<file path="src/rtl/sram_ctrl_pkg.sv">
// sram_ctrl_pkg: shared types and constants for the SRAM controller.
//   state_t    - controller FSM states (S_INIT .. S_DONE)
//   DEF_ADDR_W - default SRAM address width (2K locations)
//   DEF_DATA_W - default SRAM data width
//   SRAM_DEPTH - number of SRAM locations
//   max3()     - helper used to size the shared phase counter
package sram_ctrl_pkg;

  localparam int DEF_ADDR_W = 11;
  localparam int DEF_DATA_W = 8;
  localparam int SRAM_DEPTH = 2048;

  typedef enum logic [2:0] {
    S_INIT,
    S_IDLE,
    S_SETUP,
    S_STROBE,
    S_HOLD,
    S_DONE
  } state_t;

  function automatic int max3(input int a, input int b, input int c);
    int m;
    m = (a > b) ? a : b;
    return (m > c) ? m : c;
  endfunction

endpackage

</file>
<file path="src/rtl/sram_ctrl_if.sv">
// sram_ctrl_if: host-side request/response bundle of the SRAM controller.
//   req_valid/req_ready - single-beat request handshake
//   req_write           - 1 = write, 0 = read
//   req_addr/req_wdata  - request address and write data
//   rsp_valid           - one-cycle completion pulse
//   rsp_rdata           - read data, valid with rsp_valid on reads
// Modports: master = host side, slave = controller side.
interface sram_ctrl_if
  import sram_ctrl_pkg::*;
#(
  parameter int ADDR_W = DEF_ADDR_W,
  parameter int DATA_W = DEF_DATA_W
);
  logic              req_valid;
  logic              req_ready;
  logic              req_write;
  logic [ADDR_W-1:0] req_addr;
  logic [DATA_W-1:0] req_wdata;
  logic              rsp_valid;
  logic [DATA_W-1:0] rsp_rdata;

  modport master (
    output req_valid, req_write, req_addr, req_wdata,
    input  req_ready, rsp_valid, rsp_rdata
  );

  modport slave (
    input  req_valid, req_write, req_addr, req_wdata,
    output req_ready, rsp_valid, rsp_rdata
  );
endinterface

</file>
<file path="src/rtl/sram_phase_timer.sv">
// sram_phase_timer: loadable down-counter timing one FSM phase.
//   clk        - system clock
//   reset      - synchronous, active-high
//   i_load     - load i_load_val (phase length minus one)
//   i_load_val - reload value
//   o_done     - high during the last cycle of the phase (count == 0)
module sram_phase_timer
  import sram_ctrl_pkg::*;
#(
  parameter int CNT_W = 2
) (
  input  logic             clk,
  input  logic             reset,
  input  logic             i_load,
  input  logic [CNT_W-1:0] i_load_val,
  output logic             o_done
);
  logic [CNT_W-1:0] r_cnt;

  always_ff @(posedge clk) begin
    if (reset) begin
      r_cnt <= '0;
    end else if (i_load) begin
      r_cnt <= i_load_val;
    end else if (r_cnt != '0) begin
      r_cnt <= r_cnt - CNT_W'(1);
    end
  end

  assign o_done = (r_cnt == '0);
endmodule

</file>
<file path="src/rtl/sram_ctrl.sv">
// sram_ctrl: synchronous master for a 2K x 8 asynchronous SRAM.
// Sequences each host request as SETUP -> STROBE -> HOLD -> DONE with
// registered, glitch-free SRAM strobes.
//   clk, reset             - clock, synchronous active-high reset
//   host (sram_ctrl_if)    - request/response handshake (slave side)
//   init_done              - controller ready for host traffic
//   sram_addr, sram_wdata  - SRAM address / write data
//   sram_rdata             - SRAM read data
//   sram_cs_n, sram_oe_n   - chip select / output enable, active low
//   sram_rnw               - read-not-write; write commits on its rising edge
// Optional macro SRAM_CTRL_CLEAR_EN: after reset, INIT zero-fills the whole
// SRAM before init_done rises.
module sram_ctrl
  import sram_ctrl_pkg::*;
#(
  parameter int ADDR_W    = DEF_ADDR_W,
  parameter int DATA_W    = DEF_DATA_W,
  parameter int SETUP_CYC = 1,
  parameter int PULSE_CYC = 2,
  parameter int HOLD_CYC  = 1
) (
  input  logic              clk,
  input  logic              reset,
  sram_ctrl_if.slave        host,
  output logic              init_done,
  output logic [ADDR_W-1:0] sram_addr,
  output logic [DATA_W-1:0] sram_wdata,
  input  logic [DATA_W-1:0] sram_rdata,
  output logic              sram_cs_n,
  output logic              sram_oe_n,
  output logic              sram_rnw
);
  localparam int CNT_W = $clog2(max3(SETUP_CYC, PULSE_CYC, HOLD_CYC)) + 1;
  localparam logic [CNT_W-1:0] SETUP_LD = CNT_W'(SETUP_CYC - 1);
  localparam logic [CNT_W-1:0] PULSE_LD = CNT_W'(PULSE_CYC - 1);
  localparam logic [CNT_W-1:0] HOLD_LD  = CNT_W'(HOLD_CYC - 1);

  state_t            r_state, w_state_next;
  logic              r_write;
  logic              r_req_ready, r_rsp_valid, r_init_done;
  logic [DATA_W-1:0] r_rsp_rdata;
  logic [ADDR_W-1:0] r_addr;
  logic [DATA_W-1:0] r_wdata;
  logic              r_cs_n, r_oe_n, r_rnw;
  logic              w_accept, w_phase_done, w_load;
  logic [CNT_W-1:0]  w_load_val;
`ifdef SRAM_CTRL_CLEAR_EN
  logic              r_sweep_active;
  logic [ADDR_W-1:0] r_sweep_addr;
  logic              w_sweep_last;
  assign w_sweep_last = (r_sweep_addr == ADDR_W'(SRAM_DEPTH - 1));
`endif

  // r_req_ready is only ever high in IDLE, so it doubles as the state test.
  assign w_accept = r_req_ready && host.req_valid;

  sram_phase_timer #(.CNT_W(CNT_W)) u_timer (
    .clk        (clk),
    .reset      (reset),
    .i_load     (w_load),
    .i_load_val (w_load_val),
    .o_done     (w_phase_done)
  );

  always_comb begin
    w_state_next = r_state;
    w_load       = 1'b0;
    w_load_val   = '0;
    case (r_state)
`ifdef SRAM_CTRL_CLEAR_EN
      S_INIT:   w_state_next = r_sweep_active ? S_SETUP : S_IDLE;
`else
      S_INIT:   w_state_next = S_IDLE;
`endif
      S_IDLE:   if (w_accept) w_state_next = S_SETUP;
      S_SETUP:  if (w_phase_done) w_state_next = S_STROBE;
      S_STROBE: if (w_phase_done) w_state_next = S_HOLD;
      S_HOLD: begin
        if (w_phase_done) begin
`ifdef SRAM_CTRL_CLEAR_EN
          // Sweep writes chain HOLD -> SETUP directly: 4 cycles per address.
          if (r_sweep_active) w_state_next = w_sweep_last ? S_IDLE : S_SETUP;
          else                w_state_next = S_DONE;
`else
          w_state_next = S_DONE;
`endif
        end
      end
      S_DONE:   w_state_next = S_IDLE;
      default:  w_state_next = S_INIT;
    endcase
    // Every state change reloads the timer with the new phase length.
    if (w_state_next != r_state) begin
      w_load = 1'b1;
      case (w_state_next)
        S_SETUP:  w_load_val = SETUP_LD;
        S_STROBE: w_load_val = PULSE_LD;
        S_HOLD:   w_load_val = HOLD_LD;
        default:  w_load_val = '0;
      endcase
    end
  end

  // Outputs are registered from the next state so they line up with r_state
  // and never glitch toward the asynchronous SRAM.
  always_ff @(posedge clk) begin
    if (reset) begin
      r_state     <= S_INIT;
      r_write     <= 1'b0;
      r_req_ready <= 1'b0;
      r_rsp_valid <= 1'b0;
      r_rsp_rdata <= '0;
      r_init_done <= 1'b0;
      r_addr      <= '0;
      r_wdata     <= '0;
      r_cs_n      <= 1'b1;
      r_oe_n      <= 1'b1;
      r_rnw       <= 1'b1;
`ifdef SRAM_CTRL_CLEAR_EN
      r_sweep_active <= 1'b1;
      r_sweep_addr   <= '0;
`endif
    end else begin
      r_state     <= w_state_next;
      r_req_ready <= (w_state_next == S_IDLE);
      r_rsp_valid <= (w_state_next == S_DONE);
      r_cs_n      <= !((w_state_next == S_SETUP) || (w_state_next == S_STROBE) ||
                       (w_state_next == S_HOLD));
      // STROBE is only entered from SETUP, so r_write is already settled.
      r_oe_n      <= !((w_state_next == S_STROBE) && !r_write);
      r_rnw       <= !((w_state_next == S_STROBE) && r_write);
      if (w_state_next == S_IDLE) r_init_done <= 1'b1;
      if (w_accept) begin
        r_write <= host.req_write;
        r_addr  <= host.req_addr;
        r_wdata <= host.req_wdata;
      end
      // Capture on the last STROBE edge while oe_n is still low.
      if ((r_state == S_STROBE) && w_phase_done && !r_write) r_rsp_rdata <= sram_rdata;
`ifdef SRAM_CTRL_CLEAR_EN
      if ((r_state == S_INIT) && r_sweep_active) begin
        r_write <= 1'b1;
        r_addr  <= r_sweep_addr;
        r_wdata <= '0;
      end
      if ((r_state == S_HOLD) && w_phase_done && r_sweep_active) begin
        r_sweep_addr <= r_sweep_addr + ADDR_W'(1);  // wraps to 0 after the last
        r_addr       <= r_sweep_addr + ADDR_W'(1);
        if (w_sweep_last) r_sweep_active <= 1'b0;
      end
`endif
    end
  end

  assign host.req_ready = r_req_ready;
  assign host.rsp_valid = r_rsp_valid;
  assign host.rsp_rdata = r_rsp_rdata;
  assign init_done      = r_init_done;
  assign sram_addr      = r_addr;
  assign sram_wdata     = r_wdata;
  assign sram_cs_n      = r_cs_n;
  assign sram_oe_n      = r_oe_n;
  assign sram_rnw       = r_rnw;
endmodule

</file>
<file path="src/flat_wrapper.sv">
// flat-port wrapper written by rule: the top's interface ports become plain ports
module sram_ctrl_flat import sram_ctrl_pkg::*;
#(
  parameter int ADDR_W    = DEF_ADDR_W,
  parameter int DATA_W    = DEF_DATA_W,
  parameter int SETUP_CYC = 1,
  parameter int PULSE_CYC = 2,
  parameter int HOLD_CYC  = 1
)
  (clk, reset, init_done, sram_addr, sram_wdata, sram_rdata, sram_cs_n, sram_oe_n, sram_rnw, host_req_valid, host_req_write, host_req_addr, host_req_wdata, host_req_ready, host_rsp_valid, host_rsp_rdata);
  sram_ctrl_if #(.ADDR_W(ADDR_W), .DATA_W(DATA_W)) host_i ();
  input  logic clk;
  input  logic reset;
  output logic init_done;
  output logic [ADDR_W-1:0] sram_addr;
  output logic [DATA_W-1:0] sram_wdata;
  input  logic [DATA_W-1:0] sram_rdata;
  output logic sram_cs_n;
  output logic sram_oe_n;
  output logic sram_rnw;
  input wire logic [$bits(host_i.req_valid)-1:0] host_req_valid;
  input wire logic [$bits(host_i.req_write)-1:0] host_req_write;
  input wire logic [$bits(host_i.req_addr)-1:0] host_req_addr;
  input wire logic [$bits(host_i.req_wdata)-1:0] host_req_wdata;
  output wire logic [$bits(host_i.req_ready)-1:0] host_req_ready;
  output wire logic [$bits(host_i.rsp_valid)-1:0] host_rsp_valid;
  output wire logic [$bits(host_i.rsp_rdata)-1:0] host_rsp_rdata;
  assign host_i.req_valid = host_req_valid;
  assign host_i.req_write = host_req_write;
  assign host_i.req_addr = host_req_addr;
  assign host_i.req_wdata = host_req_wdata;
  assign host_req_ready = host_i.req_ready;
  assign host_rsp_valid = host_i.rsp_valid;
  assign host_rsp_rdata = host_i.rsp_rdata;
  sram_ctrl #(.ADDR_W(ADDR_W), .DATA_W(DATA_W), .SETUP_CYC(SETUP_CYC), .PULSE_CYC(PULSE_CYC), .HOLD_CYC(HOLD_CYC)) u_core (.clk(clk), .reset(reset), .host(host_i), .init_done(init_done), .sram_addr(sram_addr), .sram_wdata(sram_wdata), .sram_rdata(sram_rdata), .sram_cs_n(sram_cs_n), .sram_oe_n(sram_oe_n), .sram_rnw(sram_rnw));
endmodule
</file>
<file path="config.mk">
export PLATFORM = sky130hd
export DESIGN_NAME = sram_ctrl_flat
export DESIGN_NICKNAME = d
export VERILOG_FILES = /design/src/rtl/sram_ctrl_pkg.sv /design/src/rtl/sram_ctrl_if.sv /design/src/rtl/sram_phase_timer.sv /design/src/rtl/sram_ctrl.sv /design/src/flat_wrapper.sv
export SDC_FILE = /design/constraint.sdc
export NUM_CORES = 1
export LEC_CHECK = 0
export CAP_MARGIN = 40
export CORE_MARGIN = 4
export CORE_UTILIZATION = 41
export CTS_CLUSTER_SIZE = 20
export DETAILED_ROUTE_END_ITERATION = 6
export PLACE_DENSITY = 0.83
export SLEW_MARGIN = 20
export SYNTH_ARGS = -nofsm -noshare
export SYNTH_HDL_FRONTEND = slang
export SYNTH_SLANG_ARGS = --single-unit
</file>
<file path="constraint.sdc">
create_clock -name clk -period 2 [get_ports clk]
set_clock_uncertainty 0.1 [all_clocks]
set_input_delay 0.3 -clock clk [delete_from_list [all_inputs] [get_ports clk]]
set_output_delay 0.3 -clock clk [all_outputs]
set_load 0.005 [all_outputs]
</file>
==> key figures, run 1 <==
Global route
  • Gr usage total: 0.173
  • Number of global-route vias before repair: between 1000 and 1500
  • Initial antenna violation count: 0
  • First-pass GRT wire length: 5910 um
  • Pin count of the biggest net entering global routing: 21
  • Total grt overflow: 0

Route
  • DRC: 0
  • DR pass1 iterations: 4
  • Vias per cell: about 4.8
  • Routed wire length: approximately 3800 um
  • Vias: 1381
  • DRT iter0 DRCs: 71
  • Routed len/inst: ~13 um
  • Routed Antenna Nets: 0

Synth
  • Cell variety after synth: 30
  • Asr flop ratio synth: 0
  • Synth warnings: 0
  • Post-synth top area share: 0.523
  • Largest cells by area after synthesis: dfxtp_1, nand2_1, a21oi_1
  • FF+latch count, synth: 39
  • Sequential fraction of the synthesis area: 0.523
  • Mapped cell area: 1490 um2
  • Synth Flop Type: dfxtp_1
  • Synthesized instance count: around 180
  • Syn avg cell area: 8.49 um2
  • Syn nets: between 200 and 250
  • Yosys top cell by area: dfxtp_1
  • EDFF count, synth: 0

Worst setup path
  • Critical Path RT: about 2100 ps
  • Max FO, Critical Path: 10
  • Setup crit start kind: flop
  • Worst reg2reg startpoint: u_core.r_state[0]$_SDFF_PP0_
  • CP arrival: about 1800 ps
  • Crit. End Element: flop
  • FF-to-FF path depth: 4
  • Reg-to-Reg End: u_core.host.rsp_rdata[6]$_SDFFE_PP0P_
  • Slack of the worst reg-to-reg path: 350 ps
  • Critical path class: flop to flop
  • Worst setup path end: u_core.host.rsp_rdata[6]$_SDFFE_PP0P_
  • Worst Setup SP: u_core.r_state[0]$_SDFF_PP0_

STA
  • Worst rel slew slack: 0.652
  • Slew of the pin with the lowest slew margin: roughly 520 ps
  • Final setup viols: 0
  • Post-route setup slack: 351 ps
  • Setup TNS: 0 ps
  • RSZ-0062 raised after global routing: no
  • Pins Over Slew Limit: 0
  • Fmax: approximately 600 MHz
  • Hold slack: about 360 ps
  • Final hold violations: 0
  • Post-route minimum period: 1650 ps
  • Tcrit/Tclk final: 0.825

Final layout
  • Fin nets: approximately 270
  • Ant diodes: 0
  • P&R area growth vs syn: 50.3%
  • Final cell count without fillers: roughly 290
  • FILL cells: 291
  • Proportion of layout cells with a drive suffix above 1: 0.0667

Floorplanning
  • Die area: 4670 um2
  • Die W: around 70 um
  • Initial Util: 0.437
  • Core area: roughly 3400 um2
  • DIE HEIGHT: around 70 um
  • Row count: 21
  • IO Pins: 64

Power
  • Leakage dissipation: 0.808 nW
  • Final Power: roughly 1.6 mW
  • Power Dens Cells: about 700 nW/um2
  • Max VDD drop: 0.438 mV

Placement
  • Cell count after placement: ~280
  • Placer Congestion: 0.869
  • Post-Place Setup Slack: 342 ps
  • DP HPWL: roughly 2800 um
  • Buffers on Ports: 63

Clocking
  • # Post-CTS Setup Buffers: 0
  • Clk Latency, worst-skew pair: roughly 340 ps
  • CTS tree: yes
  • H-Tree Depth: 2
  • Hold buffers post-CTS: 0
  • Clock slew at reported path FFs: between 100 and 150 ps
  • # clock sinks: 39
  • CTS max path bufs: 2
  • Number of CTS-inserted buffers: 5
  • PostCTS Resize Cnt: 0
  • Root buffer cell: clkbuf_4

Status
  • Status: finished clean

Min path
  • Worst min path class: flop to flop

Flow run
  • # Max-Cap Violations: 0
## worst min path at each step
stage	startpoint	to	slack, ps	cells after the start
2_1_floorplan	u_core.r_write$_SDFFE_PP0P_	u_core.sram_rnw$_SDFF_PP1_	320	1
3_3_place_gp	u_core.init_done$_SDFFE_PP0P_	u_core.init_done$_SDFFE_PP0P_	340	2
3_5_place_dp	u_core.init_done$_SDFFE_PP0P_	u_core.init_done$_SDFFE_PP0P_	340	2
4_1_cts	u_core.init_done$_SDFFE_PP0P_	u_core.init_done$_SDFFE_PP0P_	360	2
5_1_grt	u_core.sram_wdata[1]$_SDFFE_PP0P_	u_core.sram_wdata[1]$_SDFFE_PP0P_	370	2
6_report	u_core.init_done$_SDFFE_PP0P_	u_core.init_done$_SDFFE_PP0P_	360	2
## synth_stat cells (all sizes together), types with 2 or more instances
cell    number
nand4        2
a21oi       27
clkbuf      10
mux2i        9
nand2       45
nor3         4
nand2b       4
dfxtp       39
inv          4
buf          3
nor2        14
## cell usage in the layout, fill, tap and decap left out
master           Yosys  routed
nand4_1              2       2
and2_1               1       1
nand4b_1             1       1
o21ai_0              1       1
or2_2                1       1
nor3_4               1       1
a21oi_1             27      27
bufinv_16            0       1
nor3b_1              1       1
xnor2_1              1       1
or3_1                1       1
clkbuf_4             0       5
nand2b_4             1       1
xor2_1               1       1
ha_1                 1       1
inv_1                4       4
clkdlybuf4s50_1      0      63
nor2_1              14      14
o22ai_1              1       1
a211o_1              1       1
buf_4                1       7
o2bb2ai_1            1       1
clkbuf_1            10       1
o31ai_1              1       1
nor2b_1              1       1
dfxtp_1             39      39
nor3_1               3       3
nand2_1             45      45
nand2b_1             3       3
a31oi_1              1       1
mux2i_1              9       9
## kinds of logic (layout without fill, tap and decap cells)
logic type	count (synthesis)	in the layout	share of synthesized area
AOI/OAI and AO/OA	33	33	0.119
xor gates and xnor gates	2	2	0.0117
adders and majority gates	1	1	0.00837
buffers and inverters	17	81	0.0511
DFF	39	39	0.523
muxes	9	9	0.0603
and+or+nand+nor	75	75	0.227
## through the flow
stage                     instance area [um2]   util
after floorplan                          1490      -
after global placement                   2170  0.636
after detailed placement                 2170  0.636
after CTS                                2240  0.657
after global routing                     2240  0.657
final                                    2240  0.657
## registers in the layout, indices dropped and copies added (netlist names), 2 cells and up
register               count
u_core.sram_wdata          8
u_core.r_state             3
u_core.host.rsp_rdata      8
u_core.u_timer.r_cnt       2
u_core.sram_addr          11
## where the power goes
part           total (mW)  switching (mW)  internal (mW)  leakage [nW]
clock network       0.502           0.245          0.258        0.0383
logic               0.232          0.0949          0.137         0.452
registers           0.829          0.0215          0.808         0.318
## layout make-up
| class | instances | area, um2 | share of cell area |
|---|---|---|---|
| timing repair buffer | 70 | 683 | 0.304 |
| sequential | 39 | 781 | 0.348 |
| inverter | 4 | 15.0 | 0.00669 |
| clock inverter | 1 | 30.0 | 0.0134 |
| clock buffer | 6 | 41.3 | 0.0184 |
| multi-input combinational | 120 | 637 | 0.284 |
| tap | 46 | 57.6 | 0.0256 |
## metal layers
metal  vias to the layer above  GRT usage  wire length [um]  share of wire
li1                        702          -                 -              -
met1                       622      0.181              1510           0.40
met2                        52      0.307              1970           0.52
met3                         5     0.0772               293          0.077
met4                         0     0.0596                41          0.011
met5                         -          0                 0              0
## critical path: stages (launching register included)
cell and delay [ps]:
dfxtp_1 560, nand2b_4 110, nor3_4 470, mux2i_1 250, nor2_1 50
No activity file was read; power rests on OpenSTA's default activity.
==> run 2, diff against run 1 <==
--- a/config.mk
+++ b/config.mk
@@ -7,10 +7,10 @@
 export LEC_CHECK = 0
 export CAP_MARGIN = 40
 export CORE_MARGIN = 4
-export CORE_UTILIZATION = 41
+export CORE_UTILIZATION = 37
 export CTS_CLUSTER_SIZE = 20
 export DETAILED_ROUTE_END_ITERATION = 6
-export PLACE_DENSITY = 0.83
+export PLACE_DENSITY = 0.79
 export SLEW_MARGIN = 20
 export SYNTH_ARGS = -nofsm -noshare
 export SYNTH_HDL_FRONTEND = slang
==> constraint.sdc (replaced) <==
create_clock -name clk -period 1.4 [get_ports clk]
set_clock_uncertainty 0.1 [all_clocks]
set_input_delay 0.21 -clock clk [delete_from_list [all_inputs] [get_ports clk]]
set_output_delay 0.21 -clock clk [all_outputs]
set_load 0.005 [all_outputs]
==> run 2 against run 1 <==
- design area increased by 8.9%
- die area grew 9.5%
- first-iteration DRC count down 1.4%
- register-to-register slack got worse by 340 ps
- final cell count is 5.6% higher
- via count increased by 3.0%
- flip-flop and latch count stayed put
- routed wire length is 2.6% lower
- largest cell class unchanged
- highest routed layer unchanged
==> key figures, run 2 (synthesized netlist as in run 1, its figures left out) <==
STA
  • Setup TNS: 0 ps (unchanged)
  • Worst rel slew slack: 0.849 (+0.197)
  • RSZ-0062 raised after global routing: yes
  • Slew of the pin with the lowest slew margin: 224 ps (-297 ps)
  • Tcrit/Tclk final: 0.989 (+0.165)
  • Pins Over Slew Limit: 0 (unchanged)
  • Fmax: 722 MHz (+19%)
  • Final hold violations: 0 (unchanged)
  • Final setup viols: 0 (unchanged)
  • Post-route minimum period: 1390 ps (-264 ps)

Clocking
  • CTS max path bufs: 2 (unchanged)
  • Clock slew at reported path FFs: 80 ps (-30 ps)
  • Clk Latency, worst-skew pair: 290 ps (-50 ps)
  • Root buffer cell: clkbuf_8
  • Number of CTS-inserted buffers: 5 (unchanged)
  • H-Tree Depth: 2 (unchanged)
  • # clock sinks: 39 (unchanged)
  • Hold buffers post-CTS: 0 (unchanged)
  • CTS tree: yes

Route
  • Vias per cell: 4.71 (-2.4%)
  • Routed wire length: 3710 um (-2.6%)
  • DR pass1 iterations: 4 (unchanged)
  • Routed len/inst: 12.3 um (-7.8%)
  • DRC: 0 (unchanged)
  • Vias: 1423 (+3.0%)
  • Routed Antenna Nets: 0 (unchanged)
  • DRT iter0 DRCs: 70 (-1.4%)

Worst setup path
  • Worst path slowest cell: dfxtp_2
  • Reg-to-Reg End: u_core.host.rsp_rdata[7]$_SDFFE_PP0P_
  • FF-to-FF path depth: 7 (+3)
  • Crit. End Element: flop
  • Crit path cell chain: inv_2, ha_4, nand2_4, nor3_4, buf_12, mux2i_1, nor2_1
  • Critical Path RT: 1490 ps (-640 ps)
  • Critical path class: flop to flop
  • Max stage delay on crit path: 330 ps (-230 ps)
  • Setup crit start kind: flop
  • Worst reg2reg startpoint: u_core.u_timer.r_cnt[0]$_SDFFE_PP0P_
  • Worst Setup SP: u_core.u_timer.r_cnt[0]$_SDFFE_PP0P_
  • Slack of the worst reg-to-reg path: 10 ps (-340 ps)
  • CP arrival: 1470 ps (-310 ps)
  • WP depth: 7 (+3)
  • Worst setup path end: u_core.host.rsp_rdata[7]$_SDFFE_PP0P_
  • Critical path buffers and inverters: 2 (+2)
  • Cell family with most CP delay: flip-flops
  • Max FO, Critical Path: 8 (-2)

Floorplanning
  • Row count: 22 (+4.8%)
  • IO Pins: 64 (unchanged)
  • Core area: 3770 um2 (+10%)
  • DIE HEIGHT: 71.5 um (+4.6%)
  • Initial Util: 0.396 (-0.0412)
  • Die area: 5120 um2 (+9.5%)
  • Die W: 71.5 um (+4.6%)

Placement
  • Buffers on Ports: 63 (unchanged)
  • Cell count after placement: 291 (+4.3%)
  • DP HPWL: 2630 um (-5.4%)
  • Placer Congestion: 0.857 (-1.4%)

Final layout
  • Most common cell after layout, fill and taps aside: nand2_1
  • Ant diodes: 0 (unchanged)
  • Final Core Density: 0.648 (-0.00917)
  • Proportion of layout cells with a drive suffix above 1: 0.197 (+0.130)
  • P&R area growth vs syn: 63.6%
  • Fin nets: 285 (+4.8%)
  • Commonest non-fill, non-tap cells in the layout: nand2_1, dlygate4sd2_1, clkdlybuf4s50_1
  • Max reg flops: 11 (unchanged)
  • Final cell count without fillers: 302 (+5.6%)

Power
  • Max VDD drop: 0.632 mV (+44%)
  • Leakage dissipation: 1.04 nW (+29%)
  • Power Dens Cells: 1080 nW/um2 (+55%)

Global route
  • Gr usage total: 0.150 (-0.0229)
  • Pin count of the biggest net entering global routing: 24 (+14%)
  • Initial antenna violation count: 0 (unchanged)
  • First-pass GRT wire length: 6200 um (+4.9%)
  • Number of global-route vias before repair: 1421 (+7.2%)
  • Total grt overflow: 0 (unchanged)

Status
  • Status: finished clean

Min path
  • Worst min path class: flop to flop

Flow run
  • # Max-Cap Violations: 0 (unchanged)
## run 2: cell types whose count changed in the layout (fill, tap and decap cells not counted), moves of 5 or more
cell	before	now
clkdlybuf4s50_1	63	30
clkbuf_4	5	0
dlygate4sd2_1	0	33
buf_4	7	18
dfxtp_1	39	27
dfxtp_2	0	11
clkbuf_8	0	5
## run 2: cell type report
type                       count  area (um2)
fill                         331        1330
sequential                    39         798
timing repair buffer          83         764
multi-input combinational    120         669
clock buffer                   5        68.8
clock inverter                 3        67.6
tap                           48        60.1
inverter                       4        15.0
## run 2: worst min-delay path by stage
| stage | start | endpoint | slack (ps) | cells after the start |
|---|---|---|---|---|
| finish | u_core.sram_wdata[3]$_SDFFE_PP0P_ | u_core.sram_wdata[3]$_SDFFE_PP0P_ | 350 | 2 |
| global route | host_req_addr[4] | u_core.sram_addr[4]$_SDFFE_PP0P_ | 360 | 3 |
| CTS | host_req_addr[5] | u_core.sram_addr[5]$_SDFFE_PP0P_ | 350 | 3 |
| detailed placement | u_core.sram_wdata[2]$_SDFFE_PP0P_ | u_core.sram_wdata[2]$_SDFFE_PP0P_ | 350 | 2 |
| global placement | u_core.sram_addr[0]$_SDFFE_PP0P_ | u_core.sram_addr[0]$_SDFFE_PP0P_ | 340 | 2 |
| floorplan | host_req_addr[0] | u_core.sram_addr[0]$_SDFFE_PP0P_ | 250 | 2 |
## run 2: through the flow
step,hold WS (ps),power (mW),setup slack (ps),cell area [um2]
2_1_floorplan,246,1.35,-22.0,1520
3_3_place_gp,343,1.56,-19.0,2300
3_5_place_dp,346,1.57,-56.1,2300
4_1_cts,354,2.64,9.76,2410
5_1_grt,359,2.74,-66.0,2440
6_report,354,2.63,15.0,2440
## run 2: where the power goes
part	internal (mW)	switching, mW
Sequential	1.16	0.0276
Combinational	0.198	0.143
Clock	0.711	0.397
Total	2.06	0.567
## run 2: metal layers
layer,vias up,part of all wire,routed length [um],track usage
met4,0,0.011,39,0.0689
met3,5,0.076,283,0.0421
met1,641,0.44,1630,0.180
met2,47,0.47,1760,0.249
li1,730,-,-,-
met5,-,0,0,0
## run 2: repair_timing
action | 4_1_cts | 5_1_grt
resized for setup | 41 | 7
endpoints found under the hold margin | 0 | 0
setup endpoints to repair | 42 | 10
buffers inserted | 1 | 2
pin swaps | 2 | 2
## run 2: worst reg2reg max path, cell delays in order (launching register included)
cell,delay [ps]
dfxtp_2,330
inv_2,60
ha_4,160
nand2_4,60
nor3_4,160
buf_12,160
mux2i_1,200
nor2_1,60
